**src/rtl/branch_resolver_pkg.sv**
```systemverilog
// Shared definitions for the branch resolver: 2-bit predictor counter
// encodings, the counter reset value and the pc-to-index width helper.
package branch_resolver_pkg;

  localparam logic [1:0] BHT_SNT = 2'b00;  // strongly not taken
  localparam logic [1:0] BHT_WNT = 2'b01;  // weakly not taken
  localparam logic [1:0] BHT_WT  = 2'b10;  // weakly taken
  localparam logic [1:0] BHT_ST  = 2'b11;  // strongly taken

  // Counters come out of reset weakly not taken, so the first taken
  // resolution flips the prediction.
  localparam logic [1:0] BHT_RESET = BHT_WNT;

  // Number of pc bits (above the word offset) used to index the table.
  function automatic int bht_index_w(input int entries);
    return $clog2(entries);
  endfunction

endpackage

```
**src/rtl/branch_resolver_bht.sv**
```systemverilog
// Branch history table: array of 2-bit saturating counters with one
// combinational lookup port and one registered update port.
module branch_history_table
  import branch_resolver_pkg::*;
#(
  parameter int BHT_ENTRIES = 64,
  parameter int IW          = bht_index_w(BHT_ENTRIES)
)
(
  input  logic          clk,
  input  logic          reset,
  input  logic [IW-1:0] lookup_idx,
  output logic          lookup_taken,
  input  logic          update_en,
  input  logic [IW-1:0] update_idx,
  input  logic          update_taken
);

  logic [1:0] counters [BHT_ENTRIES];

  // Saturating step of a 2-bit counter toward taken or not taken.
  function automatic logic [1:0] sat_step(input logic [1:0] cnt, input logic taken);
    logic [1:0] nxt;
    nxt = cnt;
    if (taken) begin
      if (cnt != BHT_ST) nxt = cnt + 2'd1;
    end else begin
      if (cnt != BHT_SNT) nxt = cnt - 2'd1;
    end
    return nxt;
  endfunction

  // Lookup reads the registered counter, so a same-cycle update is not visible.
  assign lookup_taken = counters[lookup_idx][1];

  // Counter array: reset to weakly not taken, trained by resolved branches.
  always_ff @(posedge clk or posedge reset) begin
    if (reset) begin
      for (int i = 0; i < BHT_ENTRIES; i++) begin
        counters[i] <= BHT_RESET;
      end
    end else if (update_en) begin
      counters[update_idx] <= sat_step(counters[update_idx], update_taken);
    end
  end

endmodule

```
**src/rtl/branch_resolver.sv**
```systemverilog
// Branch resolver: carries control-flow instructions through E, M and W,
// resolves their targets and drives the fetch redirect interface. The
// oldest redirecting stage suppresses younger ones, so at most one
// redirect is active per cycle. Owns the branch history table.
module branch_resolver
  import branch_resolver_pkg::*;
#(
  parameter int BHT_ENTRIES = 64
)
(
  input  logic        clk,
  input  logic        reset,
  input  logic        stall,
  input  logic        d_valid,
  input  logic [31:0] d_pc,
  input  logic [31:0] d_immediate,
  input  logic        d_condition_branch,
  input  logic        d_taken,
  input  logic [31:0] d_predict_pc,
  input  logic        d_is_jalr,
  input  logic        d_is_ret,
  input  logic [31:0] e_rs1_value,
  input  logic        e_branch_cond,
  input  logic [31:0] lookup_pc,
  output logic        lookup_taken,
  output logic        jalr,
  output logic [31:0] stage_e_pc,
  output logic        mispredict,
  output logic [31:0] stage_m_pc,
  output logic        ret,
  output logic [31:0] stage_w_pc,
  output logic        flush_decode
);

  localparam int IW = bht_index_w(BHT_ENTRIES);

  // E stage (_p0) registers
  logic          vld_p0;
  logic [31:0]   pc_p0;
  logic [31:0]   imm_p0;
  logic          cond_p0;
  logic [31:0]   predict_pc_p0;
  logic          is_jalr_p0;
  logic          is_ret_p0;

  // M stage (_p1) registers
  logic          vld_p1;
  logic [IW-1:0] bht_idx_p1;
  logic          cond_p1;
  logic [31:0]   predict_pc_p1;
  logic          is_ret_p1;
  logic          actual_taken_p1;
  logic [31:0]   target_p1;

  // W stage (_p2) registers
  logic          vld_p2;
  logic          is_ret_p2;
  logic [31:0]   target_p2;

  logic [31:0]   jalr_sum_p0;
  logic [31:0]   br_next_p0;
  logic [31:0]   target_p0;
  logic          actual_taken_p0;
  logic          bht_update;

  // ---- E stage: resolve targets (addresses wrap mod 2^32) ----
  assign jalr_sum_p0     = e_rs1_value + imm_p0;
  assign br_next_p0      = e_branch_cond ? (pc_p0 + imm_p0) : (pc_p0 + 32'd4);
  assign target_p0       = cond_p0 ? br_next_p0 : {jalr_sum_p0[31:1], 1'b0};
  assign actual_taken_p0 = cond_p0 & e_branch_cond;

  // Redirects, oldest first; each younger one is masked by the older ones.
  assign ret          = ~stall & vld_p2 & is_ret_p2;
  assign mispredict   = ~stall & vld_p1 & cond_p1 & (target_p1 != predict_pc_p1) & ~ret;
  assign jalr         = ~stall & vld_p0 & is_jalr_p0 & ~mispredict & ~ret;
  assign flush_decode = jalr | mispredict | ret;

  // Pc outputs read as zero while the stage holds no instruction.
  assign stage_e_pc = vld_p0 ? target_p0 : 32'h0;
  assign stage_m_pc = vld_p1 ? target_p1 : 32'h0;
  assign stage_w_pc = vld_p2 ? target_p2 : 32'h0;

  // Train only on a branch that actually leaves M and is not killed by a return.
  assign bht_update = ~stall & vld_p1 & cond_p1 & ~ret;

  // Stage valids: advance when not stalled, squashing younger stages on redirect.
  always_ff @(posedge clk or posedge reset) begin
    if (reset) begin
      vld_p0 <= 1'b0;
      vld_p1 <= 1'b0;
      vld_p2 <= 1'b0;
    end else if (!stall) begin
      vld_p0 <= d_valid & ~flush_decode;
      vld_p1 <= vld_p0 & ~mispredict & ~ret;
      vld_p2 <= vld_p1 & ~ret;
    end
  end

  // Stage payloads: qualified by the valids above, so no reset needed.
  always_ff @(posedge clk) begin
    if (!stall) begin
      // ---- D -> E ----
      pc_p0           <= d_pc;
      imm_p0          <= d_immediate;
      cond_p0         <= d_condition_branch;
      predict_pc_p0   <= d_predict_pc;
      is_jalr_p0      <= d_is_jalr;
      is_ret_p0       <= d_is_ret;
      // ---- E -> M ----
      bht_idx_p1      <= pc_p0[IW+1:2];
      cond_p1         <= cond_p0;
      predict_pc_p1   <= predict_pc_p0;
      is_ret_p1       <= is_ret_p0;
      actual_taken_p1 <= actual_taken_p0;
      target_p1       <= target_p0;
      // ---- M -> W ----
      is_ret_p2       <= is_ret_p1;
      target_p2       <= target_p1;
    end
  end

  branch_history_table #(
    .BHT_ENTRIES (BHT_ENTRIES),
    .IW          (IW)
  ) u_bht (
    .clk          (clk),
    .reset        (reset),
    .lookup_idx   (lookup_pc[IW+1:2]),
    .lookup_taken (lookup_taken),
    .update_en    (bht_update),
    .update_idx   (bht_idx_p1),
    .update_taken (actual_taken_p1)
  );

  // Fetch's own prediction and the untouched pc bits are not needed here.
  logic unused_ok;
  assign unused_ok = ^{d_taken, lookup_pc[31:IW+2], lookup_pc[1:0]};

endmodule

```
**config.mk**
```make
export PLATFORM = sky130hd
export DESIGN_NAME = branch_resolver
export DESIGN_NICKNAME = d
export VERILOG_FILES = /design/src/rtl/branch_resolver_pkg.sv /design/src/rtl/branch_resolver_bht.sv /design/src/rtl/branch_resolver.sv
export SDC_FILE = /design/constraint.sdc
export NUM_CORES = 1
export LEC_CHECK = 0
export BUFFER_PORTS_ARGS = -buffer_cell sky130_fd_sc_hd__buf_2
export CORE_MARGIN = 2
export CORE_UTILIZATION = 40
export CTS_CLUSTER_SIZE = 14
export DETAILED_ROUTE_END_ITERATION = 8
export GPL_TIMING_DRIVEN = 1
export SYNTH_ARGS = -nofsm -noshare
export SYNTH_HDL_FRONTEND = slang
export SYNTH_SLANG_ARGS = --single-unit
export TNS_END_PERCENT = 20
```
**constraint.sdc**
```tcl
create_clock -name clk -period 4.5 [get_ports clk]
set_input_delay 0.45 -clock clk [delete_from_list [all_inputs] [get_ports clk]]
set_output_delay 0.45 -clock clk [all_outputs]
set_load 0.01 [all_outputs]
```
=== Yosys cells after proc, flatten, opt, wreduce, memory -nomap -nowiden ===
Cells that the tools add are included.

* Input port bits: 169
* Bits in read-only memories: 0
* Latch bits: 0
* Flip-flop bits (word level): 336
* Output and inout port bits: 101
* Memories: 0
* Memory bits (writable): 0

* Shift-type cells: 0
* Bitwise logic cells: 24
* Order comparisons: 3
* Equality and inequality tests: 2
* Reduce and logical (&&, ||, !) cells: 2
* Multipliers: 0
* Div/mod/pow operators: 0
* Add/subtract/negate cells: 5
* Muxes and demuxes: 18

{| class="wikitable"
|+ Operators with widths
! cell !! count
|-
| 32-bit two-way mux || 5
|-
| 128-bit bitwise mux || 1
|-
| 32-bit adder || 2
|-
| 32-bit by 3-bit adder with 32-bit output (second input constant) || 1
|-
| 32-bit inequality test || 1
|-
| 2-bit binary-select mux with 6-bit select || 2
|-
| 2-bit two-way mux || 9
|-
| 1-bit AND || 16
|-
| 7-bit >= comparator (second input constant) || 2
|-
| 6-bit inverter with 7-bit output || 2
|-
| 2-bit demux with 6-bit select || 1
|-
| 7-bit by 1-bit less-than comparator with 1-bit output (second input constant) || 1
|-
| 1-bit inverter || 4
|-
| 2-bit by 1-bit adder with 2-bit output (second input constant) || 1
|-
| 2-bit inequality test (second input constant) || 1
|-
| 1-bit OR || 2
|-
| 2-bit nonzero test || 1
|-
| 2-bit by 1-bit subtractor with 2-bit output (second input constant) || 1
|-
| 1-bit logical AND || 1
|}

=== Longest topological paths before layout ===
* Depth after elaboration: 12
* Gate-level depth with buffers: 12
* Gate-level depth less buffers: 10

=== Hierarchy ===
A second synthesis with hierarchy kept.

* Cells, all modules: 1,737
* Area total of the unflattened synthesis: 18,691.7 µm²

{| class="wikitable"
|+ Modules (own cells, without submodules)
! module !! seq. area each (µm²) !! cells an instance !! instances !! area an instance (µm²)
|-
| branch_resolver || 6,231.0 || 1,085 || 1 || 12,012.8
|-
| branch_history_table || 3,283.1 || 652 || 1 || 6,678.9
|}

=== Worst setup path before layout ===
Ideal clock, no wire load.

* Path kind: input -> register
* Start: input port stall
* End: register vld_p0
* Setup time: 347 ps
* Data required time: 4,153 ps
* Cell stages on the path: 2
* Path slack: -486 ps
* Data arrival time: 4,639 ps
* Path buffers: 0
* Cell sequence: inv_1 > o21ai_0

* Longest elaborated chain between the ends: 12

{| class="wikitable"
|+ Ends and longest elaborated chain
! item !! RTL line !! RTL
|-
| start, declared || branch_resolver.sv:13 || <nowiki>input logic stall,</nowiki>
|-
| 1-bit inverter || branch_resolver.sv:73, branch_resolver.sv:74, branch_resolver.sv:75 ||
|-
| 1-bit AND (on tied branches) (2 in a row) || branch_resolver.sv:74, branch_resolver.sv:73 ||
|-
| 1-bit AND / 1-bit inverter (equally long branches) || branch_resolver.sv:74, branch_resolver.sv:75 ||
|-
| 1-bit AND || branch_resolver.sv:74 || <nowiki>assign mispredict = ~stall & vld_p1 & cond_p1 & (target_p1 != predict_pc_p1) & ~ret;</nowiki>
|-
| 1-bit inverter || branch_resolver.sv:75 || <nowiki>assign jalr = ~stall & vld_p0 & is_jalr_p0 & ~mispredict & ~ret;</nowiki>
|-
| 1-bit AND (2 in a row) || branch_resolver.sv:75 ||
|-
| 1-bit OR (2 in a row) || branch_resolver.sv:76 || <nowiki>assign flush_decode = jalr | mispredict | ret;</nowiki>
|-
| 1-bit inverter || branch_resolver.sv:93 || <nowiki>vld_p0 <= d_valid & ~flush_decode;</nowiki>
|-
| 1-bit AND || branch_resolver.sv:93 ||
|-
| end signal, assigned || branch_resolver.sv:93 ||
|-
| end, declared || branch_resolver.sv:38 || <nowiki>logic vld_p0;</nowiki>
|}

Several ways; a longest one is shown, not always the timed one.
A chain may end at the register's enable or synchronous reset.

=== Final worst setup path ===
* Start: register imm_p0[7]
* End: output port stage_e_pc[25]

* Longest elaborated chain between the ends: 4

{| class="wikitable"
|+ Ends and longest elaborated chain
! item !! RTL line !! RTL
|-
| start, declared || branch_resolver.sv:40 || <nowiki>logic [31:0] imm_p0;</nowiki>
|-
| start signal, assigned || branch_resolver.sv:104 || <nowiki>imm_p0 <= d_immediate;</nowiki>
|-
| 32-bit adder || branch_resolver.sv:68 || <nowiki>assign br_next_p0 = e_branch_cond ? (pc_p0 + imm_p0) : (pc_p0 + 32'd4);</nowiki>
|-
| 32-bit two-way mux || branch_resolver.sv:68 ||
|-
| 32-bit two-way mux * || branch_resolver.sv:69 || <nowiki>assign target_p0 = cond_p0 ? br_next_p0 : {jalr_sum_p0[31:1], 1'b0};</nowiki>
|-
| 32-bit two-way mux * || branch_resolver.sv:79 || <nowiki>assign stage_e_pc = vld_p0 ? target_p0 : 32'h0;</nowiki>
|-
| end, declared || branch_resolver.sv:27 || <nowiki>output logic [31:0] stage_e_pc,</nowiki>
|}

Mark *: on every way between the ends. The rest lies on a longest branch, timed or not.

==> summary.md <==
| Metric | Value |
|---|---|
| Outcome | complete, no violations |
| Async SR Flop Fraction | 0.390 |
| # rows | 78 |
| WL final | 55,600 µm |
| Finished Cell Area | 21,700 µm² |
| Fin crit share | 0.961 |
| Global-route wire length before repair | 82,300 µm |
| Final hold vios | 0 |
| Post-synth top flop | edfxtp_1 |
| Area growth, synth to finish | 17.1% |
| Num CTS Buffers | 39 |
| Setup crit start kind | register |
| Area after DPL | 20,400 µm² |
| Iteration count of the initial detailed-routing pass | 6 |
| Worst setup EP type | output pin |
| Reg power frac | 0.438 |
| VDD IR max | 0.312 mV |
| Synth cell types | 79 |
| Gr usage total | 0.229 |
| Relative max-transition margin | 0.269 |
| # fillers | approximately 4,200 |
| Clk Tree Root Cell | clkbuf_16 |
| Period minus WS final | 4320 ps |
| Slew @ Worst Pin | 1090 ps |
| Max-Cap Viols | 0 |
| Final hold slack | 50.6 ps |
| I/O pin count | 270 |
| Clk slew on worst S/H paths | 60 ps |
| Initial antenna violation count | 2 |
| Most frequent cells in the layout | buf_2, edfxtp_1, nand2_1 |
| Synth Area per Inst | 11.4 µm² |
| Synth Instances | 1,633 |
| Placed wire-length estimate | roughly 42,000 µm |
| Final setup violation count | 0 |
| Comb power frac | 0.191 |
| Multi-input gate area | 8610 µm² |
| Share of cells above drive strength 1 | 0.275 |
| RSZ-0062 raised after global routing | false |
| Worst Clk Skew | 27.9 ps |
| Clock Tree Buf Depth | 3 |
| CTS tree | built |
| P_int | a little over 0.006 W |
| Iter 0 DRT Violations | 1,024 |
| PD cells | 393 nW/µm² |
| Kind of critical path | reg -> out |
| Clk pwr share | 0.370 |
| Storage cell area | 9510 µm² |
| GPL Wtd Cong | a little over 0.9 |
| Post-synthesis cell area | between 15,000 and 20,000 µm² |
| Psw | 0.00249 W |
| Placed Cells | 2,438 |
| Initial core utilization | 0.407 |
| Post-route insts no fill | between 2,000 and 3,000 |
| Worst path slowest cell | a311oi_1 |
| I/O Buffers | about 240 |
| Register bit total from synthesis | 336 |
| Die X | 219 µm |
| Htree depth | 2 |
| Pins Over Slew Limit | 0 |
| Global route total overflow | 0 |
| Die H | between 200 and 250 µm |
| Sw Share | 0.291 |
| Detailed-route DRC error count | 0 |
| Post-synth EDFFs | 205 |
| Sequential area share after synthesis | 0.513 |
| # Post-CTS Setup Buffers | 0 |
| CP max FO | 7 |
| Syn_nets | 1,866 |
| Most common cell after layout, fill and taps aside | buf_2 |
| Crit path cell chain | ha_1, nand3_1, a211o_1, nand3_1, o21ai_0, buf_4, o21ai_0, a2111oi_0, a311oi_1, a21oi_1, buf_2 |
| Final Util | 0.477 |
| Vias post-DR | between 10,000 and 15,000 |
| Hold WC Path Type | in -> reg |
| Num Clock Sinks | 336 |
| Lkg Pwr | 8.99 nW |
| Die area | 48,100 µm² |
| Largest net degree at the start of global routing | 83 |
| Setup tns final | 0 ps |
| Max Freq | ~230 MHz |
| Worst endpoint data arrival time | 3870 ps |
| Vias per cell | 5.65 |
| ANT nets after route | 0 |
| Clk_lat worst skew | approximately 570 ps |
| Synth Warn # | 0 |
| Final nets | 2,113 |
| Core ar. | 45,600 µm² |
| Crit path required time | a little over 4000 ps |
| WL/cell | 22.1 µm |
| Vias in the first global route | 13,600 |
| Critical path's largest stage delay | 530 ps |
==> synthesized netlist by cell type (all sizes together) (24+ instances only) <==
cell type,count,area (µm²)
nor2,64,240
and2,99,619
xor2,61,534
edfxtp,205,6160
xnor2,34,298
and3,30,188
dfrtp,67,1680
buf,24,165
a21o,37,278
clkbuf,46,178
nand2,191,717
dfstp,64,1680
mux4,33,743
mux2,79,890
o21ai,107,536
nor3,25,140
a21oi,95,475
ha,62,776
nand3,36,180
==> power by group through the flow <==
stage / logic [W] / registers [W] / clock network [W]
detailed placement: 0.00162 / 0.00380 / 0
finish: 0.00164 / 0.00375 / 0.00317
global placement: 0.00161 / 0.00380 / 0
floorplan: 0.00107 / 0.00371 / 0
CTS: 0.00163 / 0.00375 / 0.00323
global route: 0.00179 / 0.00377 / 0.00335
==> metal layers <==
| layer | vias up | wire, µm | global-route usage | share of wire |
|---|---|---|---|---|
| met1 | 6993 | 24900 | 0.321 | 0.45 |
| li1 | 6650 | - | - | - |
| met3 | 80 | 3080 | 0.0284 | 0.055 |
| met4 | 0 | 1410 | 0.0755 | 0.025 |
| met2 | 458 | 26200 | 0.369 | 0.47 |
| met5 | - | 0 | 0 | 0 |
==> layout make-up <==
| class | count | share of cell area |
|---|---|---|
| flip-flops and latches | 336 | 0.438 |
| multi-input cells | 1202 | 0.396 |
| repair buffers | 276 | 0.0682 |
| clock buffers | 54 | 0.0499 |
| well taps | 600 | 0.0346 |
| clock inverters | 18 | 0.00841 |
| inverters | 25 | 0.00461 |
| diodes | 1 | 0.000115 |
==> registers in the layout, indices dropped and copies added, names as in the netlist, 6 cells and up <==
register        cells
predict_pc_p0      32
predict_pc_p1      32
imm_p0             32
bht_idx_p1          6
target_p2          32
u_bht.counters    128
pc_p0              32
target_p1          32
==> through the flow <==
| step | total power [W] | setup slack, ps |
|---|---|---|
| floorplan | 0.00477 | 649 |
| global placement | 0.00540 | 691 |
| detailed placement | 0.00542 | 691 |
| CTS | 0.00860 | 153 |
| global route | 0.00891 | 20.8 |
| finish | 0.00855 | 176 |
==> worst max-delay path, delay by kind of cell (launching register included) <==
kind                       cells  cell delay, ps
AOI/OAI and AO/OA              6            1740
DFF                            1             480
adders and majority gates      1             470
buffers and inverters          2             340
and+or+nand+nor                2             290
==> cell families after synthesis <==
kind of cell               count (synthesis)  synth area share
and+or+nand+nor                          524             0.142
AOI/OAI and AO/OA                        393             0.137
DFF                                      336             0.513
muxes                                    124            0.0945
xor gates and xnor gates                  95            0.0449
buffers and inverters                     95            0.0235
adders and majority gates                 66            0.0453
==> repair_timing <==
action / 4_1_cts / 5_1_grt
endpoints found under the hold margin: 25 / 0
setup endpoints to repair: 0 / 2
resized for setup: 0 / 2
hold buffers: 1 / 0
==> worst paths after layout <==
kind	from	to	slack, ps	depth (start not counted)
max in group asynchronous	reset	u_bht.counters[81]	2940	4
worst max register to register	bht_idx_p1[1]	u_bht.counters[22]	650	10
worst min-delay path	d_pc[29]	pc_p0[29]	50	1
min in group asynchronous	reset	u_bht.counters[97]	520	3
worst min register to register	predict_pc_p0[18]	predict_pc_p1[18]	420	0
worst max-delay path	imm_p0[7]	stage_e_pc[25]	180	11
Power figures use the tool's default switching activity.
